`src/rtl/alu_pkg.sv`:
```
// Shared ALU definitions: opcode encodings and the multiply-sequencer state type.
`default_nettype none

package alu_pkg;

    localparam logic [3:0] ALU_ADD = 4'b0000;
    localparam logic [3:0] ALU_SUB = 4'b0001;
    localparam logic [3:0] ALU_NOT = 4'b0010;
    localparam logic [3:0] ALU_LSL = 4'b0011;
    localparam logic [3:0] ALU_LSR = 4'b0100;
    localparam logic [3:0] ALU_AND = 4'b0101;
    localparam logic [3:0] ALU_OR  = 4'b0110;
    localparam logic [3:0] ALU_SLT = 4'b0111;

    localparam int unsigned  MULT_ITERS     = 32;
    localparam logic [5:0]   MULT_ITER_LAST = 6'd32;

    typedef enum logic [2:0] {
        ST_IDLE = 3'd0,
        ST_TEST = 3'd1,
        ST_ADD  = 3'd2,
        ST_SHL  = 3'd3,
        ST_SHR  = 3'd4,
        ST_DONE = 3'd5
    } seq_state_e;

endpackage

`default_nettype wire

```
`src/rtl/alu_mult_seq.sv`:
```
// Shift-and-add unsigned multiplier that borrows the shared ALU for every
// arithmetic step; returns the low 32 bits of op_a*op_b.
`default_nettype none

module alu_mult_seq
    import alu_pkg::*;
#(
    parameter bit EARLY_EXIT = 1'b1
) (
    input  logic        clk,
    input  logic        rst_n,
    input  logic        start,
    input  logic [31:0] op_a,
    input  logic [31:0] op_b,
    output logic        busy,
    output logic        done,
    output logic [31:0] product,
    output logic [31:0] alu_a,
    output logic [31:0] alu_b,
    output logic [3:0]  alu_ctrl,
    output logic [4:0]  alu_shamt,
    input  logic [31:0] alu_out,
    input  logic        alu_zero
);

    seq_state_e  state_q, state_d;
    logic [31:0] acc_q, acc_d;
    logic [31:0] m_q, m_d;
    logic [31:0] q_q, q_d;
    logic [5:0]  iter_q, iter_d;
    logic [31:0] product_q, product_d;
    logic        w_exit;

    // The TEST step ORs q with zero, so alu_zero reports "no multiplier bits left".
    assign w_exit = (EARLY_EXIT && alu_zero) || (iter_q == MULT_ITER_LAST);

    always_comb begin
        state_d   = state_q;
        acc_d     = acc_q;
        m_d       = m_q;
        q_d       = q_q;
        iter_d    = iter_q;
        product_d = product_q;
        case (state_q)
            ST_IDLE: begin
                if (start) begin
                    m_d     = op_a;
                    q_d     = op_b;
                    acc_d   = 32'd0;
                    iter_d  = 6'd0;
                    state_d = ST_TEST;
                end
            end
            ST_TEST: begin
                if (w_exit) begin
                    // Loaded on the edge into DONE so product never glitches mid-run.
                    product_d = acc_q;
                    state_d   = ST_DONE;
                end else if (q_q[0]) begin
                    state_d = ST_ADD;
                end else begin
                    state_d = ST_SHL;
                end
            end
            ST_ADD: begin
                acc_d   = alu_out;
                state_d = ST_SHL;
            end
            ST_SHL: begin
                m_d     = alu_out;
                state_d = ST_SHR;
            end
            ST_SHR: begin
                q_d     = alu_out;
                iter_d  = iter_q + 6'd1;
                state_d = ST_TEST;
            end
            ST_DONE: begin
                state_d = ST_IDLE;
            end
            default: begin
                state_d = ST_IDLE;
            end
        endcase
    end

    always_comb begin
        alu_a     = 32'd0;
        alu_b     = 32'd0;
        alu_ctrl  = ALU_ADD;
        alu_shamt = 5'd0;
        case (state_q)
            ST_TEST: begin
                alu_a    = q_q;
                alu_ctrl = ALU_OR;
            end
            ST_ADD: begin
                alu_a    = acc_q;
                alu_b    = m_q;
                alu_ctrl = ALU_ADD;
            end
            ST_SHL: begin
                alu_a     = m_q;
                alu_ctrl  = ALU_LSL;
                alu_shamt = 5'd1;
            end
            ST_SHR: begin
                alu_a     = q_q;
                alu_ctrl  = ALU_LSR;
                alu_shamt = 5'd1;
            end
            default: begin
                alu_a     = 32'd0;
                alu_b     = 32'd0;
                alu_ctrl  = ALU_ADD;
                alu_shamt = 5'd0;
            end
        endcase
    end

    always_ff @(posedge clk or negedge rst_n) begin
        if (!rst_n) begin
            state_q   <= ST_IDLE;
            acc_q     <= 32'd0;
            m_q       <= 32'd0;
            q_q       <= 32'd0;
            iter_q    <= 6'd0;
            product_q <= 32'd0;
        end else begin
            state_q   <= state_d;
            acc_q     <= acc_d;
            m_q       <= m_d;
            q_q       <= q_d;
            iter_q    <= iter_d;
            product_q <= product_d;
        end
    end

    assign busy    = (state_q != ST_IDLE);
    assign done    = (state_q == ST_DONE);
    assign product = product_q;

endmodule

`default_nettype wire

```
`config.mk`:
```
export PLATFORM = sky130hd
export DESIGN_NAME = alu_mult_seq
export DESIGN_NICKNAME = d
export VERILOG_FILES = /design/src/rtl/alu_pkg.sv /design/src/rtl/alu_mult_seq.sv
export SDC_FILE = /design/constraint.sdc
export NUM_CORES = 1
export LEC_CHECK = 0
export BUFFER_PORTS_ARGS = -buffer_cell sky130_fd_sc_hd__buf_4
export CAP_MARGIN = 15
export CORE_ASPECT_RATIO = 0.6
export CORE_MARGIN = 5
export CORE_UTILIZATION = 50
export DETAILED_ROUTE_END_ITERATION = 12
export GPL_TIMING_DRIVEN = 0
export PLACE_DENSITY = 0.88
export SYNTH_ARGS = -nofsm -noshare
export SYNTH_HDL_FRONTEND = slang
export SYNTH_SLANG_ARGS = --single-unit
```
`constraint.sdc`:
```
create_clock -name clk -period 2.5 [get_ports clk]
set_input_delay 0.125 -clock clk [delete_from_list [all_inputs] [get_ports clk]]
set_output_delay 0.125 -clock clk [all_outputs]
set_load 0.005 [all_outputs]
```
==> flow_summary_export.csv, run 1 <==
group,metric,value,unit
status,status,"completed",
worst_setup_path,crit_path_start_kind,"register",
global_route,grt_max_degree,98,
route,antenna_left,0,
place,dp_hpwl,17400,um
global_route,antenna_found_initial,0,
logic_synthesis,syn_avg_cell_area,9.89,sq um
cells_and_area,area_growth_syn_to_layout,48.0,%
sta,clock.fmax,403,MHz
global_route,grt_pass1_vias,7429,
logic_synthesis,synth_top_area_frac,0.494,
logic_synthesis,synth_ff_type,"dfrtp_1",
logic_synthesis,ys_warn_count,0,
worst_hold_path,min_to,"q_q[14]$_DFFE_PN0P_",
worst_setup_path,reg2reg_depth,5,
sta,clock_skew,0.0107,ns
place,portBuffers,201,
clock_network,cts_buffer_depth,2,
worst_setup_path,critPathMaxFanout,10,
place,preCtsSetupSlack,0.232,ns
route,dr.pass1.iters,6,
sta,worst_slew_pin_slew,0.759,ns
worst_setup_path,path_class,"register to output port",
logic_synthesis,synth_edf_count,0,
sta,fin_crit_sh,0.993,
worst_setup_path,cp.arrival,2.36,ns
sta,hold_viol,0,
worst_hold_path,min_from,"op_b[14]",
logic_synthesis,syn_area,6950,sq um
global_route,grt_overflow,0,
clock_network,clkTransAtPathRegs,0.06,ns
clock_network,cts_tree,"done",
run,drv_cap,0,
pwr,total_power,13.3,mW
cells_and_area,nets,1120,
floorplan,die_w,162,um
floorplan,core_area,13600,sq um
logic_synthesis,synth.distinct_cells,40,
cells_and_area,fin_util,0.754,
floorplan,ioPinCount,207,
pwr,cellPowerDensity,1290,nW/um^2
worst_hold_path,hold_path_depth,3,
clock_network,htree_levels,4,
place,gp_congestion,0.877,
worst_setup_path,cp.required,2.38,ns
route,routedWlPerCell,22.0,um
worst_setup_path,end_kind,"output port",
global_route,track_usage,0.321,
global_route,grt_pass1_wl,40700,um
worst_setup_path,r2r_end,"acc_q[30]$_DFFE_PN0P_",
route,routed-via-count,7289,
floorplan,start_util,0.510,
pwr,power_leakage,4.96,nW
logic_synthesis,syn_inst,702,
worst_setup_path,crit_chain,"clkbuf_4 -> nor2b_1 -> clkbuf_2 -> buf_4 -> a22oi_1 -> o21ai_0 -> buf_4",
floorplan,die-area,16400,sq um
logic_synthesis,synthArstFlopShare,1.00,
cells_and_area,n_fill_cell,884,
clock_network,clock-root-buffer,"clkbuf_16",
floorplan,std_cell_rows,33,
pwr,peakVddDrop,648,uV
route,drtIter0Drc,810,
sta,fin_crit,2.48,ns
logic_synthesis,yosys-top-cells-area,"dfrtp_1 (49%), mux2_4 (6.3%), mux2_2 (5.7%)",
worst_setup_path,slowest_stage,"dfrtp_1",
worst_setup_path,crit_top_cell,"buf_4",
route,drc,0,
logic_synthesis,yosysSeqAreaShare,0.494,
sta,maxSlewViolCount,0,
sta,setup_viol,0,
logic_synthesis,ys_seq_elements,137,
clock_network,clock_latency,0.41,ns
sta,max_slew_margin,0.494,
cells_and_area,drive_gt1_frac,0.337,
cells_and_area,diodes,0,
worst_setup_path,critPathMaxStageDelay,0.45,ns
clock_network,cts_buffers,17,
floorplan,die_h,101,um
worst_setup_path,reg2reg_setup_slack,0.33,ns
worst_hold_path,min-delay-path-class,"primary input to register",
worst_setup_path,r2r_start,"state_q[2]$_DFFE_PN0P_",
clock_network,numClockSinks,137,
logic_synthesis,synth_largest_area_cell,"dfrtp_1",
cells_and_area,layout_commonest_cell,"buf_4",
route,via_per_inst,6.04,
cells_and_area,final_cell_mix,"buf_4 (211), dfrtp_1 (137), nand2_1 (105)",
sta,fin_ws,0.0173,ns
route,routed_wl,26500,um
-- per-stage QoR --
step                      hold slack, ns  cells  cell area (sq um)  setup TNS (ns)
final                            0.00990   1206              10300               0
after floorplan                   -0.171    706               6960               0
after global placement             0.370   1082               8690               0
after global routing             0.00565   1206              10300          -0.183
after detailed placement          0.0609   1083               8720               0
after CTS                        0.00179   1203              10200               0
-- how the worst max path moves through the flow --
stage / slack (ns) / endpoint / from
after floorplan: 0.80 / product[10]$_DFFE_PN0P_ / state_q[1]$_DFFE_PN0P_
after global placement: 0.24 / alu_b[30] / state_q[2]$_DFFE_PN0P_
after detailed placement: 0.23 / alu_b[30] / state_q[2]$_DFFE_PN0P_
after CTS: 0.0005 / alu_a[14] / state_q[0]$_DFFE_PN0P_
after global routing: -0.05 / alu_a[11] / state_q[0]$_DFFE_PN0P_
final: 0.02 / alu_a[14] / state_q[0]$_DFFE_PN0P_
-- cell usage after synthesis (2+ instances only) --
cell and instances:
dfrtp_1 137, nand2_1 105, nor2_1 66, o21ai_0 36, mux2_2 35, a31oi_1 33
a22o_1 32, a22oi_1 32, and2_1 32, clkbuf_1 32, nor3_1 32, o22ai_1 32
mux2_4 29, buf_2 23, buf_4 5, inv_1 5, buf_1 4, buf_6 3
nor2b_1 3, a21oi_1 2, ha_1 2, nand2b_1 2, or3_1 2, or4b_1 2
-- routing by layer --
layer | vias up | wire [um] | GRT usage
li1 | 3146 | - | -
met1 | 3564 | 10600 | 0.418
met2 | 506 | 12000 | 0.516
met3 | 73 | 3150 | 0.102
met4 | 0 | 703 | 0.106
met5 | - | 0 | 0
-- flip-flops by register name, indices dropped and copies added (netlist names) --
register / cells
acc_q: 32
iter_q: 6
m_q: 32
product: 32
q_q: 32
state_q: 3
-- power breakdown --
part	leakage, nW	switching [mW]	internal [mW]	total (mW)
Sequential	1.70	0.746	3.14	3.88
Clock	0.290	0.967	1.55	2.52
Combinational	2.96	3.62	3.24	6.86
Total	4.96	5.33	7.93	13.3
-- layout make-up --
| type | instances | area, sq um | share of cell area |
|---|---|---|---|
| Multi-Input combinational cell | 497 | 3210 | 0.312 |
| Clock inverter | 10 | 118 | 0.0114 |
| Sequential cell | 137 | 3430 | 0.334 |
| Tap cell | 175 | 219 | 0.0213 |
| Timing Repair Buffer | 294 | 2450 | 0.238 |
| Buffer | 66 | 362 | 0.0352 |
| Clock buffer | 22 | 474 | 0.0461 |
| Inverter | 5 | 18.8 | 0.00183 |
-- repair_timing --
item                       4_1_cts  5_1_grt
setup buffers                    1        3
pin swaps                        1        1
setup endpoints to repair       61       48
gates resized for setup         14       20
hold endpoints to repair       127        0
hold buffers                    88        0
-- cell families after synthesis --
group                    count (synthesis)  share of synthesized area
other                                    1                   0.000540
AND/OR/NAND/NOR                        252                      0.163
adder cells (fa/ha/maj)                  2                    0.00360
AO/OA/AOI/OAI                          173                      0.169
flip-flops                             137                      0.494
multiplexers                            65                      0.121
buffers and inverters                   72                     0.0490
-- worst max-delay path: cells and delay by family, from the launching register on --
kind	cells	cell delay [ns]
AO/OA/AOI/OAI	2	0.41
buffers and inverters	4	0.91
AND/OR/NAND/NOR	1	0.17
flip-flops	1	0.45
Power figures use the tool's default switching activity.
==> run 2, diff against run 1 <==
--- a/config.mk
+++ b/config.mk
@@ -9,10 +9,12 @@
 export CAP_MARGIN = 15
 export CORE_ASPECT_RATIO = 0.6
 export CORE_MARGIN = 5
-export CORE_UTILIZATION = 50
+export CORE_UTILIZATION = 55
 export DETAILED_ROUTE_END_ITERATION = 12
 export GPL_TIMING_DRIVEN = 0
-export PLACE_DENSITY = 0.88
+export HOLD_SLACK_MARGIN = 0.06
+export PLACE_DENSITY = 0.94
+export SLEW_MARGIN = 20
 export SYNTH_ARGS = -nofsm -noshare
 export SYNTH_HDL_FRONTEND = slang
 export SYNTH_SLANG_ARGS = --single-unit
==> flow_summary_export.csv, run 2 (synthesized netlist as in run 1, its figures left out) <==
group,metric,value,unit
place,dp_hpwl,17500,um
route,via_per_inst,6.26,
route,drtIter0Drc,1139,
clock_network,cts_tree,"done",
sta,setup_viol,0,
cells_and_area,area_growth_syn_to_layout,50.7,%
floorplan,die-area,15000,sq um
global_route,grt_pass1_vias,7833,
global_route,track_usage,0.365,
place,gp_congestion,0.899,
worst_hold_path,hold_path_depth,4,
route,routedWlPerCell,23.3,um
pwr,cellPowerDensity,1320,nW/um^2
sta,max_slew_margin,0.518,
cells_and_area,final_cell_mix,"buf_4 (213), dfrtp_1 (135), nand2_1 (105)",
pwr,total_power,13.8,mW
clock_network,clock_latency,0.42,ns
sta,fin_crit_sh,0.994,
worst_setup_path,cp.required,2.38,ns
clock_network,htree_levels,4,
sta,clock_skew,0.00764,ns
worst_setup_path,cp.arrival,2.36,ns
floorplan,std_cell_rows,31,
sta,hold_viol,0,
worst_setup_path,slowest_stage,"clkbuf_1",
pwr,peakVddDrop,777,uV
global_route,grt_overflow,0,
worst_setup_path,crit_chain,"buf_2 -> nor3b_4 -> clkbuf_1 -> nand2_1 -> o21ai_0 -> buf_4",
cells_and_area,nets,1131,
worst_setup_path,critPathMaxFanout,10,
global_route,antenna_found_initial,2,
cells_and_area,layout_commonest_cell,"buf_4",
cells_and_area,drive_gt1_frac,0.334,
pwr,power_leakage,5.04,nW
route,routed_wl,28100,um
worst_setup_path,crit_path_start_kind,"register",
global_route,grt_pass1_wl,42900,um
route,routed-via-count,7563,
route,antenna_left,0,
worst_setup_path,end_kind,"output port",
clock_network,numClockSinks,137,
status,status,"completed",
route,dr.pass1.iters,6,
worst_setup_path,reg2reg_depth,6,
clock_network,cts_buffers,17,
floorplan,start_util,0.568,
worst_setup_path,critPathMaxStageDelay,0.49,ns
route,drc,0,
place,portBuffers,201,
clock_network,clock-root-buffer,"clkbuf_16",
worst_hold_path,min-delay-path-class,"primary input to register",
global_route,grt_max_degree,76,
sta,worst_slew_pin_slew,0.722,ns
sta,maxSlewViolCount,0,
run,drv_cap,0,
sta,hold_slack,0.0980,ns
clock_network,clkTransAtPathRegs,0.06,ns
sta,clock.fmax,403,MHz
floorplan,core_area,12200,sq um
sta,fin_crit,2.48,ns
clock_network,cts_buffer_depth,2,
floorplan,die_w,155,um
worst_setup_path,path_class,"register to output port",
floorplan,ioPinCount,207,
floorplan,die_h,97.0,um
-- run 2: power breakdown --
group	internal (mW)	switching [mW]	leakage, nW	total (mW)
Sequential	3.14	0.795	1.70	3.93
Clock	1.83	1.01	0.317	2.83
Combinational	3.29	3.76	3.03	7.05
Total	8.26	5.56	5.04	13.8
-- run 2: through the flow --
step	util	cell area, sq um	instances	TNS (ns)	setup slack, ns
floorplan	-	6960	706	0	0.798
global placement	0.710	8680	1072	0	0.0986
detailed placement	0.713	8710	1073	0	0.0806
CTS	0.853	10400	1207	0	0.00936
global route	0.856	10500	1209	-0.261	-0.0333
finish	0.856	10500	1209	0	0.0156
-- run 2: final cells by class --
| cell class | count | area (sq um) |
|---|---|---|
| inverter | 5 | 18.8 |
| tap | 165 | 206 |
| timing repair buffer | 307 | 2590 |
| clock inverter | 11 | 194 |
| buffer | 64 | 358 |
| multi-input combinational | 497 | 3200 |
| antenna | 2 | 5.00 |
| fill | 577 | 1750 |
| sequential | 137 | 3430 |
| clock buffer | 21 | 460 |
-- run 2: worst paths after layout --
check	from	endpoint	slack [ns]
setup / recovery	state_q[1]$_DFFE_PN0P_	alu_a[0]	0.02
hold / removal	alu_zero	state_q[1]$_DFFE_PN0P_	0.1
setup reg to reg	state_q[1]$_DFFE_PN0P_	q_q[26]$_DFFE_PN0P_	0.05
hold reg to reg	product[28]$_DFFE_PN0P_	product[28]$_DFFE_PN0P_	0.52
max in group asynchronous	rst_n	state_q[0]$_DFFE_PN0P_	1.51
min in group asynchronous	rst_n	product[19]$_DFFE_PN0P_	0.23
-- run 2: what timing repair did --
action / 4_1_cts / 5_1_grt
buffers inserted: 1 / 2
endpoints found under the setup margin: 62 / 65
gates resized for setup: 17 / 28
hold buffers: 102 / 0
pin swaps: 1 / 1
hold endpoints to repair: 158 / 0
-- run 2: critical path: cells and delay by family, from the launching register on --
family / cells / cell delay, ns
buf+inv: 3 / 0.91
flops: 1 / 0.45
simple gates: 2 / 0.41
compound gates: 1 / 0.17
-- run 2: routing by layer --
layer	vias up	global-route usage	part of all wire	wire [um]
li1	3148	-	-	-
met1	3584	0.479	0.37	10400
met2	714	0.559	0.46	12800
met3	117	0.105	0.13	3680
met4	0	0.168	0.043	1210
met5	-	0	0	0
